===== config.mk =====
export PLATFORM = sky130hd
export DESIGN_NAME = ifns_link_scheduler_flat
export DESIGN_NICKNAME = d
export VERILOG_FILES = /design/src/rtl/ifns_link_scheduler_pkg.sv /design/src/rtl/ifns_link_scheduler_if.sv /design/src/rtl/encoderIFNS_5di_core.sv /design/src/rtl/ifns_link_scheduler_arb.sv /design/src/rtl/ifns_link_scheduler.sv /design/src/flat_wrapper.sv
export SDC_FILE = /design/constraint.sdc
export NUM_CORES = 1
export LEC_CHECK = 0
export ABC_AREA = 1
export CAP_MARGIN = 20
export CORE_UTILIZATION = 52
export DETAILED_ROUTE_END_ITERATION = 6
export HOLD_SLACK_MARGIN = 0.05
export PLACE_DENSITY = 0.85
export SLEW_MARGIN = 20
export SYNTH_ARGS = -nofsm -noshare
export SYNTH_HDL_FRONTEND = slang
export SYNTH_SLANG_ARGS = --single-unit
export TNS_END_PERCENT = 10

===== constraint.sdc =====
create_clock -name clock -period 5.6 [get_ports clock]
set_clock_uncertainty 0.05 [all_clocks]
set_input_delay 0.56 -clock clock [delete_from_list [all_inputs] [get_ports clock]]
set_output_delay 0.56 -clock clock [all_outputs]
set_load 0.01 [all_outputs]

===== src/rtl/ifns_link_scheduler_pkg.sv =====
`default_nettype none
// ============================================================================
//  Module      : ifns_pkg
//  Description : Shared constants, FSM state type and helper function for the
//                IFNS link scheduler (chunk/codeword widths, chunk count).
//  Revision    : 1.0  initial release
// ============================================================================
package ifns_pkg;

    localparam int CHUNK_W = 5;   // data bits carried by one codeword
    localparam int CODE_W  = 7;   // wires on the IFNS-coded link

    typedef enum logic [0:0] {
        IDLE = 1'b0,
        SEND = 1'b1
    } state_t;

    // Number of 5-bit chunks needed to carry a w-bit word.
    function automatic int nchunk(input int w);
        return (w + CHUNK_W - 1) / CHUNK_W;
    endfunction

endpackage
`default_nettype wire


===== src/rtl/ifns_link_scheduler_if.sv =====
`default_nettype none
// ============================================================================
//  Module      : ifns_link_scheduler_if
//  Description : Bundle between the two requesters, the scheduler and the
//                downstream bus drivers.
//                  req0_*/req1_* : requester word valid/ready handshakes
//                  code_*        : codeword valid/ready stream with framing
//                master = requester/bus-driver side, slave = scheduler side.
//  Revision    : 1.0  initial release
// ============================================================================
interface ifns_link_scheduler_if
    import ifns_pkg::*;
#(
    parameter int DATA_W = 20
);
    logic [DATA_W-1:0] req0_data;
    logic              req0_valid;
    logic              req0_ready;
    logic [DATA_W-1:0] req1_data;
    logic              req1_valid;
    logic              req1_ready;
    logic [CODE_W:1]   code_out;
    logic              code_valid;
    logic              code_ready;
    logic              code_sof;
    logic              code_eof;
    logic              code_src;

    modport master (
        output req0_data, req0_valid, req1_data, req1_valid, code_ready,
        input  req0_ready, req1_ready, code_out, code_valid,
               code_sof, code_eof, code_src
    );

    modport slave (
        input  req0_data, req0_valid, req1_data, req1_valid, code_ready,
        output req0_ready, req1_ready, code_out, code_valid,
               code_sof, code_eof, code_src
    );
endinterface
`default_nettype wire


===== src/rtl/encoderIFNS_5di_core.sv =====
`default_nettype none
// ============================================================================
//  Module      : encoderIFNS_5di_core
//  Description : Combinational 5-bit to 7-wire IFNS encoder. The value is
//                written in a Fibonacci-weighted numeral system, wires
//                d7..d1 weighted 13,8,5,3,2,1,1, digits chosen greedily from
//                the top. Every value 0..31 is representable.
//                  i_data : 5-bit chunk
//                  o_code : codeword, [7:1] = d7..d1
//  Revision    : 1.0  initial release
// ============================================================================
module encoderIFNS_5di_core (
    input  wire logic [4:0] i_data,
    output logic      [7:1] o_code
);
    logic [5:0] w_rem;

    always_comb begin
        w_rem  = {1'b0, i_data};
        o_code = '0;
        if (w_rem >= 6'd13) begin o_code[7] = 1'b1; w_rem = w_rem - 6'd13; end
        if (w_rem >= 6'd8)  begin o_code[6] = 1'b1; w_rem = w_rem - 6'd8;  end
        if (w_rem >= 6'd5)  begin o_code[5] = 1'b1; w_rem = w_rem - 6'd5;  end
        if (w_rem >= 6'd3)  begin o_code[4] = 1'b1; w_rem = w_rem - 6'd3;  end
        if (w_rem >= 6'd2)  begin o_code[3] = 1'b1; w_rem = w_rem - 6'd2;  end
        if (w_rem >= 6'd1)  begin o_code[2] = 1'b1; w_rem = w_rem - 6'd1;  end
        if (w_rem >= 6'd1)  begin o_code[1] = 1'b1; end
    end
endmodule
`default_nettype wire


===== src/rtl/ifns_link_scheduler_arb.sv =====
`default_nettype none
// ============================================================================
//  Module      : ifns_rr_arb2
//  Description : Two-way round-robin grant (combinational). The pointer
//                (i_rr_last = last granted index) is kept by the parent.
//                  i_valid0/1      : request valids
//                  i_rr_last       : index granted most recently
//                  o_grant         : granted index
//                  o_grant_valid   : some request is being granted
//  Revision    : 1.0  initial release
// ============================================================================
module ifns_rr_arb2 (
    input  wire logic i_valid0,
    input  wire logic i_valid1,
    input  wire logic i_rr_last,
    output logic      o_grant,
    output logic      o_grant_valid
);
    always_comb begin
        o_grant_valid = i_valid0 | i_valid1;
        if (i_valid0 && i_valid1) begin
            o_grant = ~i_rr_last;   // tie: the one not served last time
        end else begin
            o_grant = i_valid1;
        end
    end
endmodule
`default_nettype wire


===== src/rtl/ifns_link_scheduler.sv =====
`default_nettype none
// ============================================================================
//  Module      : ifns_link_scheduler
//  Description : Shares one 7-wire IFNS link between two requesters. Words
//                are round-robin arbitrated, split into 5-bit chunks (LSB
//                chunk first), encoded and streamed through a registered
//                valid/ready output stage with sof/eof/src framing.
//                  clock, rst : clock, synchronous active-high reset
//                  bus        : requester handshakes + codeword stream
//  Revision    : 1.0  initial release
// ============================================================================
module ifns_link_scheduler
    import ifns_pkg::*;
#(
    parameter int DATA_W = 20
) (
    input  wire logic           clock,
    input  wire logic           rst,
    ifns_link_scheduler_if.slave bus
);
    localparam int NCHUNK  = nchunk(DATA_W);
    localparam int SHIFT_W = CHUNK_W * NCHUNK;
    localparam int CIDX_W  = (NCHUNK > 1) ? $clog2(NCHUNK) : 1;
    localparam logic [CIDX_W-1:0] c_LAST_IDX = CIDX_W'(NCHUNK - 1);

    state_t              r_state;
    logic [SHIFT_W-1:0]  r_shift;
    logic [CIDX_W-1:0]   r_chunk_idx;
    logic                r_src;
    logic                r_rr_last;
    logic [CODE_W:1]     r_code;
    logic                r_code_valid;
    logic                r_code_sof;
    logic                r_code_eof;
    logic                r_code_src;

    logic                w_grant;
    logic                w_grant_valid;
    logic                w_idle;
    logic                w_ready0;
    logic                w_ready1;
    logic                w_accept;
    logic [DATA_W-1:0]   w_word;
    logic [SHIFT_W-1:0]  w_word_pad;
    logic                w_slot_free;
    logic [CODE_W:1]     w_enc;

    ifns_rr_arb2 u_arb (
        .i_valid0      (bus.req0_valid),
        .i_valid1      (bus.req1_valid),
        .i_rr_last     (r_rr_last),
        .o_grant       (w_grant),
        .o_grant_valid (w_grant_valid)
    );

    // Encoder only ever sees the registered shift register, so requester
    // data has no combinational path to the bus.
    encoderIFNS_5di_core u_enc (
        .i_data (r_shift[CHUNK_W-1:0]),
        .o_code (w_enc)
    );

    // Handshake depends only on state and valids, never on code_ready.
    assign w_idle      = (r_state == IDLE) && !rst;
    assign w_ready0    = w_idle && w_grant_valid && (w_grant == 1'b0);
    assign w_ready1    = w_idle && w_grant_valid && (w_grant == 1'b1);
    assign w_accept    = w_ready0 | w_ready1;
    assign w_word      = w_grant ? bus.req1_data : bus.req0_data;
    assign w_slot_free = !r_code_valid || bus.code_ready;

    // Zero-extend the word to a whole number of chunks.
    always_comb begin
        w_word_pad               = '0;
        w_word_pad[DATA_W-1:0]   = w_word;
    end

    always_ff @(posedge clock) begin
        if (rst) begin
            r_state      <= IDLE;
            r_shift      <= '0;
            r_chunk_idx  <= '0;
            r_src        <= 1'b0;
            r_rr_last    <= 1'b1;
            r_code       <= '0;
            r_code_valid <= 1'b0;
            r_code_sof   <= 1'b0;
            r_code_eof   <= 1'b0;
            r_code_src   <= 1'b0;
        end else begin
            // A consumed (or empty) slot goes invalid unless reloaded below.
            // r_code is deliberately left alone so the bus does not toggle.
            if (w_slot_free) begin
                r_code_valid <= 1'b0;
            end

            case (r_state)
                IDLE: begin
                    if (w_accept) begin
                        r_shift     <= w_word_pad;
                        r_src       <= w_grant;
                        r_rr_last   <= w_grant;
                        r_chunk_idx <= '0;
                        r_state     <= SEND;
                    end
                end
                SEND: begin
                    if (w_slot_free) begin
                        r_code       <= w_enc;
                        r_code_valid <= 1'b1;
                        r_code_sof   <= (r_chunk_idx == '0);
                        r_code_eof   <= (r_chunk_idx == c_LAST_IDX);
                        r_code_src   <= r_src;
                        r_shift      <= r_shift >> CHUNK_W;
                        r_chunk_idx  <= r_chunk_idx + CIDX_W'(1);
                        if (r_chunk_idx == c_LAST_IDX) begin
                            r_state <= IDLE;
                        end
                    end
                end
                default: r_state <= IDLE;
            endcase
        end
    end

    assign bus.req0_ready = w_ready0;
    assign bus.req1_ready = w_ready1;
    assign bus.code_out   = r_code;
    assign bus.code_valid = r_code_valid;
    assign bus.code_sof   = r_code_sof;
    assign bus.code_eof   = r_code_eof;
    assign bus.code_src   = r_code_src;

endmodule
`default_nettype wire


===== src/flat_wrapper.sv =====
// flat-port wrapper written by rule: the top's interface ports become plain ports
module ifns_link_scheduler_flat import ifns_pkg::*;
#(
    parameter int DATA_W = 20
)
  (clock, rst, bus_req0_data, bus_req0_valid, bus_req1_data, bus_req1_valid, bus_code_ready, bus_req0_ready, bus_req1_ready, bus_code_out, bus_code_valid, bus_code_sof, bus_code_eof, bus_code_src);
  ifns_link_scheduler_if #(.DATA_W(DATA_W)) bus_i ();
  input  wire logic clock;
  input  wire logic rst;
  input wire logic [$bits(bus_i.req0_data)-1:0] bus_req0_data;
  input wire logic [$bits(bus_i.req0_valid)-1:0] bus_req0_valid;
  input wire logic [$bits(bus_i.req1_data)-1:0] bus_req1_data;
  input wire logic [$bits(bus_i.req1_valid)-1:0] bus_req1_valid;
  input wire logic [$bits(bus_i.code_ready)-1:0] bus_code_ready;
  output wire logic [$bits(bus_i.req0_ready)-1:0] bus_req0_ready;
  output wire logic [$bits(bus_i.req1_ready)-1:0] bus_req1_ready;
  output wire logic [$bits(bus_i.code_out)-1:0] bus_code_out;
  output wire logic [$bits(bus_i.code_valid)-1:0] bus_code_valid;
  output wire logic [$bits(bus_i.code_sof)-1:0] bus_code_sof;
  output wire logic [$bits(bus_i.code_eof)-1:0] bus_code_eof;
  output wire logic [$bits(bus_i.code_src)-1:0] bus_code_src;
  assign bus_i.req0_data = bus_req0_data;
  assign bus_i.req0_valid = bus_req0_valid;
  assign bus_i.req1_data = bus_req1_data;
  assign bus_i.req1_valid = bus_req1_valid;
  assign bus_i.code_ready = bus_code_ready;
  assign bus_req0_ready = bus_i.req0_ready;
  assign bus_req1_ready = bus_i.req1_ready;
  assign bus_code_out = bus_i.code_out;
  assign bus_code_valid = bus_i.code_valid;
  assign bus_code_sof = bus_i.code_sof;
  assign bus_code_eof = bus_i.code_eof;
  assign bus_code_src = bus_i.code_src;
  ifns_link_scheduler #(.DATA_W(DATA_W)) u_core (.clock(clock), .rst(rst), .bus(bus_i));
endmodule

## After elaboration in Yosys (flattened, before gate mapping)

Index checks and enable logic that the tools add are counted.

| operators by class | value |
|---|---|
| eq/ne operators | 3 |
| bitwise logic cells | 5 |
| add/subtract/negate cells | 7 |
| mux-type cells | 28 |
| reduce and logical (&&, ||, !) cells | 12 |
| magnitude comparators | 7 |

Operators by type and width:

| operator | number |
|---|---|
| two-way mux 20 bit | 3 |
| one-hot mux 20 bit (2 select lines) | 1 |
| two-way mux 6 bit | 6 |
| two-way mux 1 bit | 14 |
| >= comparator 6 x 1 -> 1 bit, second input constant | 2 |
| >= comparator 6 x 2 -> 1 bit, second input constant | 2 |
| subtractor 6 x 2 -> 6 bit, second input constant | 2 |
| >= comparator 6 x 3 -> 1 bit, second input constant | 1 |
| >= comparator 6 x 4 -> 1 bit, second input constant | 1 |
| AND reduction 2 bit | 3 |
| subtractor 5 x 4 -> 6 bit, second input constant | 1 |
| subtractor 6 x 1 -> 6 bit, second input constant | 1 |
| subtractor 6 x 3 -> 6 bit, second input constant | 1 |
| subtractor 6 x 4 -> 6 bit, second input constant | 1 |
| >= comparator 5 x 4 -> 1 bit, second input constant | 1 |
| logical AND 1 bit | 5 |
| two-way mux 2 bit | 2 |
| one-hot mux 2 bit (2 select lines) | 1 |
| inverter 1 bit | 3 |
| adder 2 x 1 -> 2 bit, second input constant | 1 |
| equality test 2 bit, second input constant | 1 |
| zero test 1 bit | 2 |
| zero test 2 bit | 1 |
| != test 2 x 1 -> 1 bit, second input constant | 1 |
| 4 further kinds | 5 |

| word-level totals | value |
|---|---|
| logic and storage cells | 72 |
| bits in registers | 36 |

## Longest topological paths before layout

| logic depth | value |
|---|---|
| depth after elaboration | 14 |
| gate-level depth with buffers | 36 |

## Cells and area by module

From an unflattened synthesis, not the netlist that was laid out.

| second synthesis, totals | value |
|---|---|
| cells, all modules | 502 |
| area total of the unflattened synthesis | 3173.0 um2 |

By module, submodules not included:

| module | cells an instance | instances | area each (um2) | sequential area each (um2) |
|---|---|---|---|---|
| ifns_link_scheduler | 326 | 1 | 2062.0 | 720.7 |
| encoderIFNS_5di_core | 173 | 1 | 1096.1 | 0.0 |
| ifns_rr_arb2 | 3 | 1 | 15.0 | 0.0 |

## Worst setup path after synthesis

Ideal clock, no wire load.

| path | value |
|---|---|
| path type | register to register |
| from | register u_core.r_shift[0] |
| to | register u_core.r_code (netlist bit u_core.bus.code_out[1]) |
| data required time | 5.420 ns |
| cell stages (with the launch flop) | 31 |
| arrival time | 3.832 ns |
| slack | 1.588 ns |
| library setup time | 0.130 ns |
| path through | dfxtp_1 inv_1 ha_1 nand2_2 nand2_4 nand2_4 nand3_1 nand2_1 inv_1 ha_1 xor2_1 nand2_2 nand3_4 nand2_8 nand2_2 nand2_4 ha_1 inv_1 nand3_4 o21ai_1 nand2_2 nor2_2 nand3_4 nand2_1 ha_1 inv_1 or2_2 a21oi_1 nand3_1 nand3_2 a21oi_2 |

| between the ends | value |
|---|---|
| longest elaborated chain between the ends | 14 |

RTL lines:

| element | RTL line | source |
|---|---|---|
| from (decl) | ifns_link_scheduler.sv:27 | `logic [SHIFT_W-1:0] r_shift;` |
| from (signal assigned) | ifns_link_scheduler.sv:99 | `r_shift <= w_word_pad;` |
| from (signal assigned) | ifns_link_scheduler.sv:113 | `r_shift <= r_shift >> CHUNK_W;` |
| subtractor 5 x 4 -> 6 bit / >= comparator 5 x 4 -> 1 bit (equally long branches) | encoderIFNS_5di_core.sv:21 | `if (w_rem >= 6'd13) begin o_code[7] = 1'b1; w_rem = w_rem - 6'd13; end` |
| two-way mux 6 bit * | encoderIFNS_5di_core.sv:21 |  |
| subtractor 6 x 4 -> 6 bit / >= comparator 6 x 4 -> 1 bit (equally long branches) | encoderIFNS_5di_core.sv:22 | `if (w_rem >= 6'd8) begin o_code[6] = 1'b1; w_rem = w_rem - 6'd8; end` |
| two-way mux 6 bit * | encoderIFNS_5di_core.sv:22 |  |
| subtractor 6 x 3 -> 6 bit / >= comparator 6 x 3 -> 1 bit (equally long branches) | encoderIFNS_5di_core.sv:23 | `if (w_rem >= 6'd5) begin o_code[5] = 1'b1; w_rem = w_rem - 6'd5; end` |
| two-way mux 6 bit * | encoderIFNS_5di_core.sv:23 |  |
| subtractor 6 x 2 -> 6 bit / >= comparator 6 x 2 -> 1 bit (equally long branches) | encoderIFNS_5di_core.sv:24 | `if (w_rem >= 6'd3) begin o_code[4] = 1'b1; w_rem = w_rem - 6'd3; end` |
| two-way mux 6 bit * | encoderIFNS_5di_core.sv:24 |  |
| subtractor 6 x 2 -> 6 bit / >= comparator 6 x 2 -> 1 bit (equally long branches) | encoderIFNS_5di_core.sv:25 | `if (w_rem >= 6'd2) begin o_code[3] = 1'b1; w_rem = w_rem - 6'd2; end` |
| two-way mux 6 bit * | encoderIFNS_5di_core.sv:25 |  |
| subtractor 6 x 1 -> 6 bit / >= comparator 6 x 1 -> 1 bit (equally long branches) | encoderIFNS_5di_core.sv:26 | `if (w_rem >= 6'd1) begin o_code[2] = 1'b1; w_rem = w_rem - 6'd1; end` |
| two-way mux 6 bit * | encoderIFNS_5di_core.sv:26 |  |
| >= comparator 6 x 1 -> 1 bit * | encoderIFNS_5di_core.sv:27 | `if (w_rem >= 6'd1) begin o_code[1] = 1'b1; end` |
| two-way mux 1 bit * | encoderIFNS_5di_core.sv:27 |  |
| to (signal assigned) | ifns_link_scheduler.sv:108 | `r_code <= w_enc;` |
| to (decl) | ifns_link_scheduler.sv:31 | `logic [CODE_W:1] r_code;` |

Every way passes the cells marked *; elsewhere a longest branch is shown, timed or not.
A chain may end at the register's enable or synchronous reset.

## Worst setup path in the final report

Ends and elaborated chain as after synthesis.

==> metrics.md <==
| Metric | Value |
|---|---|
| Skew-Pair Late Insertion Delay | 0.30 ns |
| Met3 Routed Length | 330 µm |
| Slew headroom | 38.4% |
| Sequential Power Share | 18.8% |
| Largest net degree at the start of global routing | 34 |
| Slowest stage delay, CP | 0.38 ns |
| Hold Path Depth | 2 |
| Total global routing overflow | 0 |
| Routed wire length per instance | 11.5 µm |
| Synth Instances | 415 |
| Ys flop type | dfxtp_1 |
| Gate power share | 70.2% |
| Final min period | 4.40 ns |
| RR Startpoint | u_core.r_shift[0] |
| Top cell type by total area after synthesis | dfxtp_1 |
| First-pass GRT wire length | 10300 µm |
| Synth Area in Adders | 5.37% |
| Cell Pwr Density | 497 mW/mm² |
| Worst Path Required | 5.73 ns |
| Max-slew violation count | 0 |
| Sw frac | 51.4% |
| Worst path arrival time | 4.53 ns |
| Commonest cells in the netlist | 105 x nand2_1, 58 x inv_1, 36 x dfxtp_1, 33 x nor2_1 |
| Peak supply drop | 0.000241 V |
| Hold endpoint | u_core.bus.code_src |
| Number of synthesized flops with an enable pin | 0 |
| Clock tree buffer depth | 2 |
| Cts repair resizes | 0 |
| P&R area growth vs syn | 25.0% |
| CTS Buf Count | 5 |
| RSZ-0062 raised after global routing | false |
| Highest routed layer | met4 |
| ANT nets after route | 0 |
| Die footprint | 0.00568 mm² |
| Complex-gate fraction of the synthesized area | 15.9% |
| Syn_area_per_cell | 6.74 µm² |
| Syn nets | 472 |
| Register-to-Register Path Depth | 30 |
| Max_cap viols | 0 |
| Post-synthesis simple-gate area fraction | 40.4% |
| Initial drt markers | 143 |
| Root Buffer | clkbuf_8 |
| Largest family of logic cells by synthesized area | simple AND/OR/NAND/NOR gates |
| Internal Power | 0.844 mW |
| Clock transition time at the flip-flop clock pins of the worst setup and hold paths | 0.08 ns |
| Worst-margin pin slew | 0.922 ns |
| TNS Setup | 0 ns |
| Wl on met1 | 2720 µm |
| Hpwl dp | 4650 µm |
| Tot GR Track Use | 23.4% |
| Starting Density | 54.4% |
| Setup violators final | 0 |
| Hold Fails Final Rpt | 0 |
| Share of cells above drive strength 1 | 13.5% |
| # Post-CTS Setup Buffers | 0 |
| Die Span Y | 75.4 µm |
| Top-level I/O count | 58 |
| Hold crit path type | reg -> reg |
| Final wirelength | 6200 µm |
| Initial antenna violation count | 0 |
| FFs w/ async S/R, synth | 0% |
| Post-CTS Hold Fix Bufs | 0 |
| CP max stage cell | dfxtp_1 |
| Vias | 2767 |
| Detailed Routing Iterations Pass 1 | 4 |
| Number of global-route vias before repair | 2477 |
| Pre-CTS setup slack | 1.22 ns |
| Post-synthesis mux area share | 0% |
| Mapped Area | 0.00280 mm² |
| Xor and xnor fraction of the mapped netlist area | 1.83% |
| Status | finished clean |
| Final WS setup | 1.20 ns |
| Metal2 WL | 3010 µm |
| H-Tree Depth | 2 |
| DIE WIDTH | 75.4 µm |
| Register area share after synthesis | 25.8% |
| Hold Startpoint | u_core.r_src |
| Placeable Area | 0.00514 mm² |
| Setup CP Type | reg -> reg |
| CTS Sinks | 36 |
| Largest cells by area after synthesis | dfxtp_1 26%, nand2_1 14%, inv_1 7.8% |
| Gpl congestion | 0.827 |
| R2R Setup Slk | 1.20 ns |
| Synth unique cells | 40 |
| CTS tree | yes |
| DRC violation count after routing | 0 |
| P_sw | 0.895 mW |
| Fmax | 0.227 GHz |
| Pleak | 1.77 nW |
| Antenna cells | 0 |
| Detailed-route vias per instance | 5.14 |
| Max FO, Critical Path | 8 |
| FP Rows | 26 |
| Nets | 524 |
| Final period util | 78.6% |
| Share of Yosys cell area claimed by the top area cell type | 25.8% |
| End of the worst register-to-register path | u_core.bus.code_out[1] |
| Critical Path End Type | flip-flop |
| Clock power share | 11.0% |
| Most frequent cell after synthesis | nand2_1 |
| # port buffers | 57 |
| Critical path launch point type | flip-flop |
| Yosys reg bits | 36 |
| YS warnings | 0 |
==> power by group through the flow <==
stage,logic [mW],registers (mW),clock network (mW)
floorplan,0.969,0.334,0
finish,1.22,0.327,0.191
global placement,1.16,0.331,0
global route,1.38,0.332,0.203
CTS,1.22,0.327,0.194
detailed placement,1.21,0.331,0
==> placed cells by master (no fill, tap or decap), types with 2 or more instances in the layout <==
master,instances
nand2_1,105
nor2_8,2
o211ai_1,4
clkbuf_8,5
nor2_1,33
nand3_1,22
nand2_2,15
inv_2,4
nand4_1,3
clkdlybuf4s50_1,57
nand3_4,4
ha_1,12
o21ai_1,2
o21bai_1,11
inv_1,58
xor2_1,2
nor2_4,2
a211oi_1,2
nand3_2,7
o21ai_0,22
a21oi_1,9
nand2_4,11
dfxtp_1,36
xnor2_1,2
clkinv_1,2
nor2_2,3
a31oi_1,18
==> critical path, delay by kind of cell (launching register included) <==
kind | cells | cell delay [ns]
and+or+nand+nor | 18 | 2.17
adders and majority gates | 4 | 0.81
AOI/OAI and AO/OA | 3 | 0.39
DFF | 1 | 0.38
buffers and inverters | 4 | 0.31
xor gates and xnor gates | 1 | 0.18
==> layout make-up <==
| cell class | count | area (µm²) |
|---|---|---|
| multi-input cells | 301 | 1780 |
| fillers | 458 | 1640 |
| flip-flops and latches | 36 | 721 |
| repair buffers | 57 | 571 |
| inverters | 66 | 251 |
| well taps | 70 | 87.6 |
| clock buffers | 6 | 72.6 |
| clock inverters | 2 | 16.3 |
==> how the worst max path moves through the flow <==
stage | startpoint | end | cells past startpoint
2_1_floorplan | u_core.r_shift[0] | u_core.bus.code_out[1] | 30
3_3_place_gp | u_core.r_shift[0] | u_core.bus.code_out[1] | 30
3_5_place_dp | u_core.r_shift[0] | u_core.bus.code_out[1] | 30
4_1_cts | u_core.r_shift[0] | u_core.bus.code_out[1] | 30
5_1_grt | u_core.r_shift[0] | u_core.bus.code_out[1] | 30
6_report | u_core.r_shift[0] | u_core.bus.code_out[1] | 30
==> registers in the layout, indices dropped and copies added (netlist names), named ones only <==
register and cells:
u_core.bus.code_out 7, u_core.r_src 1, u_core.r_state 1, u_core.r_shift 20, u_core.bus.code_sof 1, u_core.bus.code_src 1
u_core.r_chunk_idx 2, u_core.r_rr_last 1, u_core.bus.code_eof 1
==> metrics by stage <==
stage                     total power [mW]  std cells  cell area, µm²  hold slack, ns  utilization (%)
final                                 1.74        538            3500           0.430             68.0
after global routing                  1.91        538            3500           0.468             68.0
after CTS                             1.74        538            3500           0.433             68.0
after detailed placement              1.54        530            3410           0.423             66.3
after global placement                1.49        530            3410           0.403             66.3
after floorplan                       1.30        415            2800           0.380                -
==> layer usage <==
| layer | up-vias | track usage (%) |
|---|---|---|
| met4 | 0 | 8.85 |
| met5 | - | 0 |
| met3 | 12 | 3.84 |
| met1 | 1241 | 29.5 |
| li1 | 1433 | - |
| met2 | 81 | 40.2 |
==> cell families after synthesis <==
| kind of cell | after synthesis |
|---|---|
| simple gates | 211 |
| buf+inv | 78 |
| compound gates | 73 |
| flops | 36 |
| fa+ha+maj | 12 |
| xor+xnor | 5 |
Note: power is estimated with default switching activity, not from simulation.
